$ cat config.mk
export PLATFORM = sky130hd
export DESIGN_NAME = cursor_track_ctrl
export DESIGN_NICKNAME = d
export VERILOG_FILES = /design/src/rtl/cursor_pkg.sv /design/src/rtl/cursor_hit_capture.sv /design/src/rtl/cursor_track_ctrl.sv
export SDC_FILE = /design/constraint.sdc
export NUM_CORES = 1
export LEC_CHECK = 0
export CAP_MARGIN = 20
export CORE_ASPECT_RATIO = 0.9
export CORE_MARGIN = 1
export CORE_UTILIZATION = 59
export DETAILED_ROUTE_END_ITERATION = 6
export HOLD_SLACK_MARGIN = 0.12
export PLACE_DENSITY = 0.81
export SYNTH_ARGS = -nofsm -noshare
export SYNTH_HDL_FRONTEND = slang
export SYNTH_SLANG_ARGS = --single-unit
$ cat constraint.sdc
create_clock -name clk -period 5.9 [get_ports clk]
set_clock_uncertainty 0.05 [all_clocks]
set_input_delay 1.18 -clock clk [delete_from_list [all_inputs] [get_ports clk]]
set_output_delay 1.18 -clock clk [all_outputs]
set_load 0.01 [all_outputs]
$ cat src/rtl/cursor_pkg.sv
// Shared constants, state encoding and the proximity helper for the cursor tracking path.
package cursor_pkg;

  localparam int POS_W = 13;

  localparam logic [12:0] X_MAX     = 13'd799;
  localparam logic [12:0] Y_MAX     = 13'd599;
  localparam logic [12:0] X_MAX_fin = 13'd800;
  localparam logic [12:0] Y_MAX_fin = 13'd600;
  localparam logic [12:0] TOL       = 13'd8;

  localparam logic [3:0] STABLE_FRAMES = 4'd3;
  localparam logic [3:0] LOST_FRAMES   = 4'd8;

  typedef logic [1:0] state_t;
  localparam state_t ST_IDLE   = 2'd0;
  localparam state_t ST_SEARCH = 2'd1;
  localparam state_t ST_LOCKED = 2'd2;
  localparam state_t ST_COAST  = 2'd3;

  // Compare before subtracting so the unsigned distance never wraps.
  function automatic logic pos_near(input logic [12:0] ax, input logic [12:0] ay,
                                    input logic [12:0] bx, input logic [12:0] by);
    logic [12:0] dx;
    logic [12:0] dy;
    dx = (ax >= bx) ? (ax - bx) : (bx - ax);
    dy = (ay >= by) ? (ay - by) : (by - ay);
    return (dx <= TOL) && (dy <= TOL);
  endfunction

endpackage

$ cat src/rtl/cursor_hit_capture.sv
// Registers the scan position and colour flag, latches the first hit of each frame and
// flags the frame-end evaluation cycle.
module cursor_hit_capture
  import cursor_pkg::*;
(
  input  logic        clk,
  input  logic        rst,
  input  logic        i_enable,
  input  logic [12:0] i_X_pos,
  input  logic [12:0] i_Y_pos,
  input  logic        check_color,
  output logic        o_eval,
  output logic        o_hit,
  output logic [12:0] o_hx,
  output logic [12:0] o_hy
);

  logic        hit_q;
  logic [12:0] col_q;
  logic [12:0] row_q;
  logic        found_q, found_d;
  logic [12:0] hx_q, hx_d;
  logic [12:0] hy_q, hy_d;
  logic        end_s;

  // Input pipeline and first-hit latch.
  always_ff @(posedge clk or negedge rst) begin
    if (!rst) begin
      hit_q   <= 1'b0;
      col_q   <= 13'd0;
      row_q   <= 13'd0;
      found_q <= 1'b0;
      hx_q    <= 13'd0;
      hy_q    <= 13'd0;
    end else begin
      hit_q   <= check_color;
      col_q   <= i_X_pos;
      row_q   <= i_Y_pos;
      found_q <= found_d;
      hx_q    <= hx_d;
      hy_q    <= hy_d;
    end
  end

  assign end_s = (col_q == X_MAX) && (row_q == Y_MAX);

  // Disable discards the frame; frame end re-arms the latch for the next frame.
  always_comb begin
    found_d = found_q;
    hx_d    = hx_q;
    hy_d    = hy_q;
    if (!i_enable || end_s) begin
      found_d = 1'b0;
    end else if (hit_q && !found_q) begin
      found_d = 1'b1;
      hx_d    = col_q;
      hy_d    = row_q;
    end else begin
      found_d = found_q;
    end
  end

  // A hit on the final pixel itself still counts for this frame.
  assign o_eval = end_s && i_enable;
  assign o_hit  = found_q || hit_q;
  assign o_hx   = found_q ? hx_q : col_q;
  assign o_hy   = found_q ? hy_q : row_q;

endmodule

$ cat src/rtl/cursor_track_ctrl.sv
// Per-frame cursor lock sequencer: confirms a stable hit, coasts through dropouts and
// hands one position per frame to the drawing engine over valid/ready.
module cursor_track_ctrl
  import cursor_pkg::*;
(
  input  logic        clk,
  input  logic        rst,
  input  logic        i_enable,
  input  logic [12:0] i_X_pos,
  input  logic [12:0] i_Y_pos,
  input  logic        check_color,
  output logic        o_valid,
  input  logic        i_ready,
  output logic [12:0] o_X,
  output logic [12:0] o_Y,
  output logic        o_locked,
  output logic        o_coast,
  output logic        o_drop,
  output logic [1:0]  o_state
);

  logic        eval_s, hit_s, near_s;
  logic [12:0] hx_s, hy_s;
  state_t      state_q, state_d;
  logic [3:0]  stab_q, stab_d, miss_q, miss_d, stab_inc_s, miss_inc_s;
  logic [12:0] px_q, px_d, py_q, py_d;
  logic        emit_s, emit_coast_s;
  logic [12:0] emit_x_s, emit_y_s;
  logic        valid_q, valid_d, coast_q, coast_d, drop_q, drop_d;
  logic [12:0] x_q, x_d, y_q, y_d;

  cursor_hit_capture u_capture (
    .clk        (clk),
    .rst        (rst),
    .i_enable   (i_enable),
    .i_X_pos    (i_X_pos),
    .i_Y_pos    (i_Y_pos),
    .check_color(check_color),
    .o_eval     (eval_s),
    .o_hit      (hit_s),
    .o_hx       (hx_s),
    .o_hy       (hy_s)
  );

  assign near_s     = pos_near(hx_s, hy_s, px_q, py_q);
  assign stab_inc_s = (stab_q >= STABLE_FRAMES) ? STABLE_FRAMES : (stab_q + 4'd1);
  assign miss_inc_s = (miss_q >= LOST_FRAMES) ? LOST_FRAMES : (miss_q + 4'd1);

  // Lock sequencing; only the frame-end cycle moves the FSM while enabled.
  always_comb begin
    state_d      = state_q;
    stab_d       = stab_q;
    miss_d       = miss_q;
    px_d         = px_q;
    py_d         = py_q;
    emit_s       = 1'b0;
    emit_coast_s = 1'b0;
    emit_x_s     = px_q;
    emit_y_s     = py_q;
    if (!i_enable) begin
      state_d = ST_IDLE;
    end else begin
      case (state_q)
        ST_IDLE: begin
          state_d = ST_SEARCH;
          stab_d  = 4'd0;
          miss_d  = 4'd0;
        end
        ST_SEARCH: begin
          if (eval_s && hit_s) begin
            px_d = hx_s;
            py_d = hy_s;
            if ((stab_q == 4'd0) || near_s) begin
              stab_d = stab_inc_s;
              if (stab_inc_s >= STABLE_FRAMES) begin
                state_d  = ST_LOCKED;
                miss_d   = 4'd0;
                emit_s   = 1'b1;
                emit_x_s = hx_s;
                emit_y_s = hy_s;
              end else begin
                state_d = ST_SEARCH;
              end
            end else begin
              stab_d = 4'd1;
            end
          end else if (eval_s) begin
            stab_d = 4'd0;
          end else begin
            stab_d = stab_q;
          end
        end
        ST_LOCKED: begin
          if (eval_s && hit_s) begin
            px_d     = hx_s;
            py_d     = hy_s;
            emit_s   = 1'b1;
            emit_x_s = hx_s;
            emit_y_s = hy_s;
          end else if (eval_s) begin
            state_d      = ST_COAST;
            miss_d       = 4'd1;
            emit_s       = 1'b1;
            emit_coast_s = 1'b1;
          end else begin
            state_d = ST_LOCKED;
          end
        end
        ST_COAST: begin
          if (eval_s && hit_s) begin
            px_d = hx_s;
            py_d = hy_s;
            if (near_s) begin
              state_d  = ST_LOCKED;
              miss_d   = 4'd0;
              emit_s   = 1'b1;
              emit_x_s = hx_s;
              emit_y_s = hy_s;
            end else begin
              state_d = ST_SEARCH;
              stab_d  = 4'd1;
            end
          end else if (eval_s) begin
            miss_d = miss_inc_s;
            if (miss_inc_s >= LOST_FRAMES) begin
              state_d = ST_SEARCH;
              stab_d  = 4'd0;
            end else begin
              emit_s       = 1'b1;
              emit_coast_s = 1'b1;
            end
          end else begin
            state_d = ST_COAST;
          end
        end
        default: begin
          state_d = ST_IDLE;
        end
      endcase
    end
  end

  // Result register: a fresh emit always wins; losing an unaccepted result flags o_drop.
  always_comb begin
    valid_d = valid_q;
    x_d     = x_q;
    y_d     = y_q;
    coast_d = coast_q;
    drop_d  = 1'b0;
    if (emit_s) begin
      valid_d = 1'b1;
      x_d     = emit_x_s;
      y_d     = emit_y_s;
      coast_d = emit_coast_s;
      drop_d  = valid_q && !i_ready;
    end else if (valid_q && i_ready) begin
      valid_d = 1'b0;
    end else begin
      valid_d = valid_q;
    end
  end

  // State, counters and output registers.
  always_ff @(posedge clk or negedge rst) begin
    if (!rst) begin
      state_q <= ST_IDLE;
      stab_q  <= 4'd0;
      miss_q  <= 4'd0;
      px_q    <= 13'd0;
      py_q    <= 13'd0;
      valid_q <= 1'b0;
      x_q     <= X_MAX_fin;
      y_q     <= Y_MAX_fin;
      coast_q <= 1'b0;
      drop_q  <= 1'b0;
    end else begin
      state_q <= state_d;
      stab_q  <= stab_d;
      miss_q  <= miss_d;
      px_q    <= px_d;
      py_q    <= py_d;
      valid_q <= valid_d;
      x_q     <= x_d;
      y_q     <= y_d;
      coast_q <= coast_d;
      drop_q  <= drop_d;
    end
  end

  assign o_valid  = valid_q;
  assign o_X      = x_q;
  assign o_Y      = y_q;
  assign o_coast  = coast_q;
  assign o_drop   = drop_q;
  assign o_state  = state_q;
  assign o_locked = (state_q == ST_LOCKED) || (state_q == ST_COAST);

endmodule

==> impl_metrics.env <==
export IMPL_cts_setup_buffers=0
export IMPL_wl_per_cell_um=18.49
export IMPL_clock_sinks=119
export IMPL_synth_area_um2=7797
export IMPL_clock_latency_ns=0.42
export IMPL_hp_class="flip-flop to flip-flop"
export IMPL_fin_cells=1054
export IMPL_wirelength_mm=19.49
export IMPL_yosysTopAreaCell="dfrtp_1"
export IMPL_core_rowCount=39
export IMPL_ys_types=83
export IMPL_multiInputGateArea_um2=4379
export IMPL_fin_total_pwr_mw=2.424
export IMPL_layout_drive_gt1_share_pct=12.13
export IMPL_critPathCaptureType="flip-flop"
export IMPL_drv_cap=0
export IMPL_gp_congestion=0.9590
export IMPL_power_per_cell_area_nw_per_um2=267.6
export IMPL_die_h_um=111.1
export IMPL_num_fill_cells=948
export IMPL_period_share_pct=93.49
export IMPL_synth_async_reset_ratio_pct=100.0
export IMPL_drc_errors=0
export IMPL_yosys_top_cells_count="dfrtp_1 (112), a21oi_1 (87), nor2_1 (71)"
export IMPL_syn_num_nets=919
export IMPL_grt_util_all_layers_pct=30.35
export IMPL_ctsHoldBuffers=0
export IMPL_n_antenna_cell=0
export IMPL_clk_pin_slew_worst_paths_ns=0.06
export IMPL_path_class="flip-flop to flip-flop"
export IMPL_critPathMaxStageDelay_ns=0.65
export IMPL_dieArea_um2=13680
export IMPL_crit_chain="buf_4 > mux2i_1 > inv_1 > ha_1 > and3_1 > and2_1 > a31oi_1 > nor3b_4 > o21ai_0 > and3_1 > nor3_1 > and4bb_4 > a211oi_4 > nand2_2 > o221ai_1"
export IMPL_worstPathArrival_ns=5.78
export IMPL_cts_root_buf="clkbuf_16"
export IMPL_rsz0062_at_grt="false"
export IMPL_vdd_drop_max_mv=0.2234
export IMPL_worst_path_buf_inv=2
export IMPL_timing_slew_headroom_pct=37.16
export IMPL_crit_required_ns=6.17
export IMPL_tns_ns=0
export IMPL_p_leak_nw=3.993
export IMPL_synth_top_cell_area_share_pct=35.94
export IMPL_crit_fanout=15
export IMPL_syn_to_final_growth_pct=16.17
export IMPL_port_buffers=62
export IMPL_dp_hpwl_mm=14.48
export IMPL_synth_ff_type="dfrtp_1"
export IMPL_ff_latch_area_um2=2988
export IMPL_cts_tree="yes"
export IMPL_coreArea_um2=12780
export IMPL_max_freq_ghz=0.1813
export IMPL_drt_iter0_markers=461
export IMPL_grt_overflow_total=0
export IMPL_hold_violations=0
export IMPL_final_nets=966
export IMPL_vias=6440
export IMPL_avgSynthCellArea_um2=9.383
export IMPL_yosysWarnings=0
export IMPL_setup_viol=0
export IMPL_cpMostUsedCell="and3_1"
export IMPL_cts_inserted_buffers=17
export IMPL_max_clock_path_buffers=2
export IMPL_slew_violations=0
export IMPL_ys_ff_latch=119
export IMPL_worst_pin_slew_ns=0.9426
export IMPL_layout_min_cycle_time_ns=5.516
export IMPL_ant_nets=0
export IMPL_via_per_inst=6.110
export IMPL_worst_setup_path_start_kind="flip-flop"
export IMPL_synth_edf_count=0
export IMPL_critical_path_top_delay_family="simple AND/OR/NAND/NOR gates"
export IMPL_grt_pass1_vias=6272
export IMPL_dp_cells=1023
export IMPL_yosys_top_cells_area="dfrtp_1 (36%), ha_1 (9.1%), a21oi_1 (5.6%), mux2i_1 (4.1%), mux2_2 (4.0%)"
export IMPL_grt_first_pass_wirelength_mm=31.88
export IMPL_crit_slowest_cell="a211oi_4"
export IMPL_synth_yosys_seq_area_share_pct=38.30
export IMPL_status="finished clean"
export IMPL_dr_pass1_iters=7
export IMPL_synth_most_common_cell="dfrtp_1"
export IMPL_h_tree_depth=4
export IMPL_die_x_um=123.2
export IMPL_start_util_pct=60.99
export IMPL_syn_inst=831
export IMPL_io_pins=63
export IMPL_antenna_found_initial=0
export IMPL_grt_max_degree=69
worst paths after layout:
kind                                    from                end  slack (ns)  depth (start not counted)
hold / removal                       o_coast            o_coast        0.43                          2
max in group asynchronous                rst  u_capture.found_q        3.78                          2
hold reg to reg                      o_coast            o_coast        0.43                          2
setup reg to reg           u_capture.found_q             o_X[0]        0.38                         15
setup / recovery           u_capture.found_q             o_X[0]        0.38                         15
min in group asynchronous                rst             o_Y[8]        0.83                          1
cell usage in the layout, fill, tap and decap left out, drive strengths merged, types with 8 or more instances in the layout:
cell type	n
nor3	12
dfrtp	112
o221ai	15
or3	9
a211oi	11
clkdlybuf4s50	61
ha	57
inv	66
nand2	67
xnor2	17
mux2i	32
mux2	29
nor2b	10
and2	8
a21o	13
a31oi	10
a21oi	88
clkbuf	19
nand3	10
o21ai	48
nor2	71
sequential cells by signal, indices dropped and copies added, names as in the netlist:
signal	cells
u_capture.hx_q	13
o_drop	1
o_state	2
miss_q	4
py_q	13
o_Y	13
u_capture.hy_q	13
u_capture.hit_q	1
px_q	13
u_capture.found_q	1
u_capture.row_q	13
o_coast	1
o_valid	1
o_X	13
stab_q	4
u_capture.col_q	13
worst min-delay path, delay by kind of cell (launching register included):
kind,cells,cell delay [ns]
flip-flops,1,0.34
AND/OR/NAND/NOR,2,0.10
cell families (layout without fill, tap and decap cells):
group / count (synthesis) / in the layout / synth area share [%]
compound gates: 237 / 237 / 20.99
fa+ha+maj: 57 / 57 / 9.146
mux: 62 / 62 / 8.585
flops: 119 / 119 / 38.30
xor+xnor: 24 / 24 / 2.696
simple gates: 229 / 229 / 14.68
buf+inv: 103 / 162 / 5.600
per-stage QoR:
step	setup slack (ns)	cell area (um2)	util [%]	hold slack (ns)
2_1_floorplan	1.133	7797	-	0.4237
3_3_place_gp	0.5120	8471	66.26	0.4109
3_5_place_dp	0.2389	8471	66.26	0.4272
4_1_cts	0.1874	9057	70.85	0.4379
5_1_grt	0.04584	9059	70.86	0.4577
6_report	0.3838	9059	70.86	0.4299
power breakdown:
part | leakage (nW) | switching, mW | total (mW) | internal [mW]
Clock | 0.277 | 0.377 | 1.01 | 0.635
Combinational | 2.27 | 0.300 | 0.516 | 0.217
Sequential | 1.45 | 0.0338 | 0.896 | 0.862
layout make-up:
class | count | area share [%]
inverters | 63 | 2.610
clock inverters | 12 | 1.588
repair buffers | 68 | 7.320
clock buffers | 19 | 4.890
well taps | 164 | 2.265
flip-flops and latches | 119 | 32.98
multi-input cells | 609 | 48.34
layer usage:
layer  global-route usage [%]  wire length, um  vias up
li1                         -                -     3055
met1                    43.93             9315     3133
met2                    45.47             8742      216
met3                    5.401              976       36
met4                    10.76              453        0
met5                        0                0        -
what timing repair did:
action                                 CTS  global route
gates resized for setup                  0             1
setup endpoints to repair                0            13
endpoints found under the hold margin    0             0
(Power assumes the default switching activity.)
==> edit: new RTL, same settings <==
`hx_q` no longer has a reset.
--- a/src/rtl/cursor_hit_capture.sv
+++ b/src/rtl/cursor_hit_capture.sv
@@ -30,16 +30,18 @@
       col_q   <= 13'd0;
       row_q   <= 13'd0;
       found_q <= 1'b0;
-      hx_q    <= 13'd0;
       hy_q    <= 13'd0;
     end else begin
       hit_q   <= check_color;
       col_q   <= i_X_pos;
       row_q   <= i_Y_pos;
       found_q <= found_d;
-      hx_q    <= hx_d;
       hy_q    <= hy_d;
     end
+  end
+
+  always_ff @(posedge clk) begin
+    hx_q <= hx_d;
   end
 
   assign end_s = (col_q == X_MAX) && (row_q == Y_MAX);
Function: no difference found for any inputs over 4 cycles, from zero or initial values and one cycle with rst low; that may be too few to reach the edited logic, so the function may still have changed.
==> edit against the unedited design <==
- final cell count is 0.38% lower
- power fell by 4.3%
- sequential cell count stayed put
- wire length up 6.7%
- worst setup slack improved by 0.038 ns
- critical path type unchanged
- area after synthesis shrank 0.59%
- sequential power fell by 1%
- highest routed layer unchanged
- design area is 0.17% higher
- largest power group unchanged
==> edit: results (changes against the unedited design) <==
STA
------------------------------------------------------------------------------------
Least-Margin Pin Slew .................................................      1.09 ns   +0.148 ns
Post-route worst hold slack ...........................................     0.422 ns   -0.00785 ns

ROUTING
------------------------------------------------------------------------------------
Metal1 wirelength .....................................................      9400 um   +0.96%
Routed wire length on met3 ............................................      1390 um   +43%
Number of detailed-route iterations in the first pass .................            5   -2
Amount of wire on met2 after detailed routing .........................      9370 um   +7.2%
Final wirelength ......................................................    20,800 um   +6.7%

PLACEMENT
------------------------------------------------------------------------------------
Detailed placement HPWL ...............................................    15,100 um   +4.2%
Setup slack after placement ...........................................     0.524 ns   +0.285 ns
Final weighted congestion in routability-driven placement .............        0.908   -5.3%

RUN STATUS
------------------------------------------------------------------------------------
Outcome ............................................................... complete, no violations

SYNTHESIS
------------------------------------------------------------------------------------
Share of flip-flops with an asynchronous set or reset after synthesis .        89.1%   -11 points
Sequential-to-total area share from yosys stat ........................        39.4%   +1.1 points
Synthesized netlist net count .........................................          908   -1.2%
Dominant cells by area after synthesis ................................ sky130_fd_sc_hd__dfrtp_1, sky130_fd_sc_hd__ha_1, sky130_fd_sc_hd__edfxtp_1
Yosys cell types ......................................................           78   -6.0%
Synthesized instance count ............................................          820   -1.3%

MIN PATH
------------------------------------------------------------------------------------
Cells on Worst Hold Path ..............................................            0   -2
Worst Hold Endpoint ................................................... u_capture.hx_q[6]$_DFFE_PP_

PWR
------------------------------------------------------------------------------------
Leakage dissipation ...................................................      3.96 nW   -0.82%
Max VDD drop ..........................................................     0.243 mV   +8.9%

SETUP PATH
------------------------------------------------------------------------------------
Reg2reg end ........................................................... o_Y[1]$_DFFE_PN0P_
Critical-path cell with the highest stage delay ....................... sky130_fd_sc_hd__o21a_1
CP peak stage delay ...................................................      0.59 ns   -0.06 ns

GLOBAL ROUTE
------------------------------------------------------------------------------------
Pin count of the biggest net entering global routing ..................           58   -16%
Via count of the first global-routing pass ............................        6,513   +3.8%
Overall track demand over capacity in global routing ..................        32.7%   +2.4 points

LAYOUT
------------------------------------------------------------------------------------
Layout Cells excl Fill ................................................        1,050   -0.38%
Fraction of layout instances using a drive strength above 1 ...........        10.0%   -2.1 points

## edit: worst max path at each step
| stage | end | slack (ns) | depth (start not counted) |
|---|---|---|---|
| 5_1_grt | o_Y[1]$_DFFE_PN0P_ | 0.06 | 15 |
| 6_report | o_Y[1]$_DFFE_PN0P_ | 0.42 | 15 |
| 4_1_cts | o_X[4]$_DFFE_PN0P_ | 0.50 | 15 |
| 3_3_place_gp | o_X[6]$_DFFE_PN0P_ | 0.69 | 15 |
| 2_1_floorplan | miss_q[2]$_DFFE_PN0P_ | 0.89 | 18 |
| 3_5_place_dp | o_X[6]$_DFFE_PN0P_ | 0.52 | 15 |
## edit: area by class of cell
type / count / area, um2
flip-flops and latches: 119 / 3050
inverters: 65 / 244
fillers: 928 / 3660
multi-input cells: 596 / 4270
clock buffers: 19 / 443
clock inverters: 13 / 155
repair buffers: 74 / 706
well taps: 164 / 205
## edit: kinds of logic after synthesis
kind of cell | Yosys count | share of synthesized area, %
muxes | 52 | 7.07
and+or+nand+nor | 235 | 15.0
buffers and inverters | 105 | 5.63
xor gates and xnor gates | 17 | 1.92
AOI/OAI and AO/OA | 235 | 21.8
DFF | 119 | 39.4
adders and majority gates | 57 | 9.20
## edit: power breakdown
group          total, mW  switching [mW]  leakage, nW  internal [mW]
Combinational      0.408           0.244         2.20          0.164
Sequential         0.883          0.0209         1.48          0.862
Clock               1.03           0.359        0.280          0.670
Total               2.32           0.624         3.96           1.70
## edit: layer usage
metal	GRT usage, %	vias to the layer above
met3	5.50	55
met4	13.6	0
met1	47.9	3246
met2	47.8	331
li1	-	3097
met5	0	-
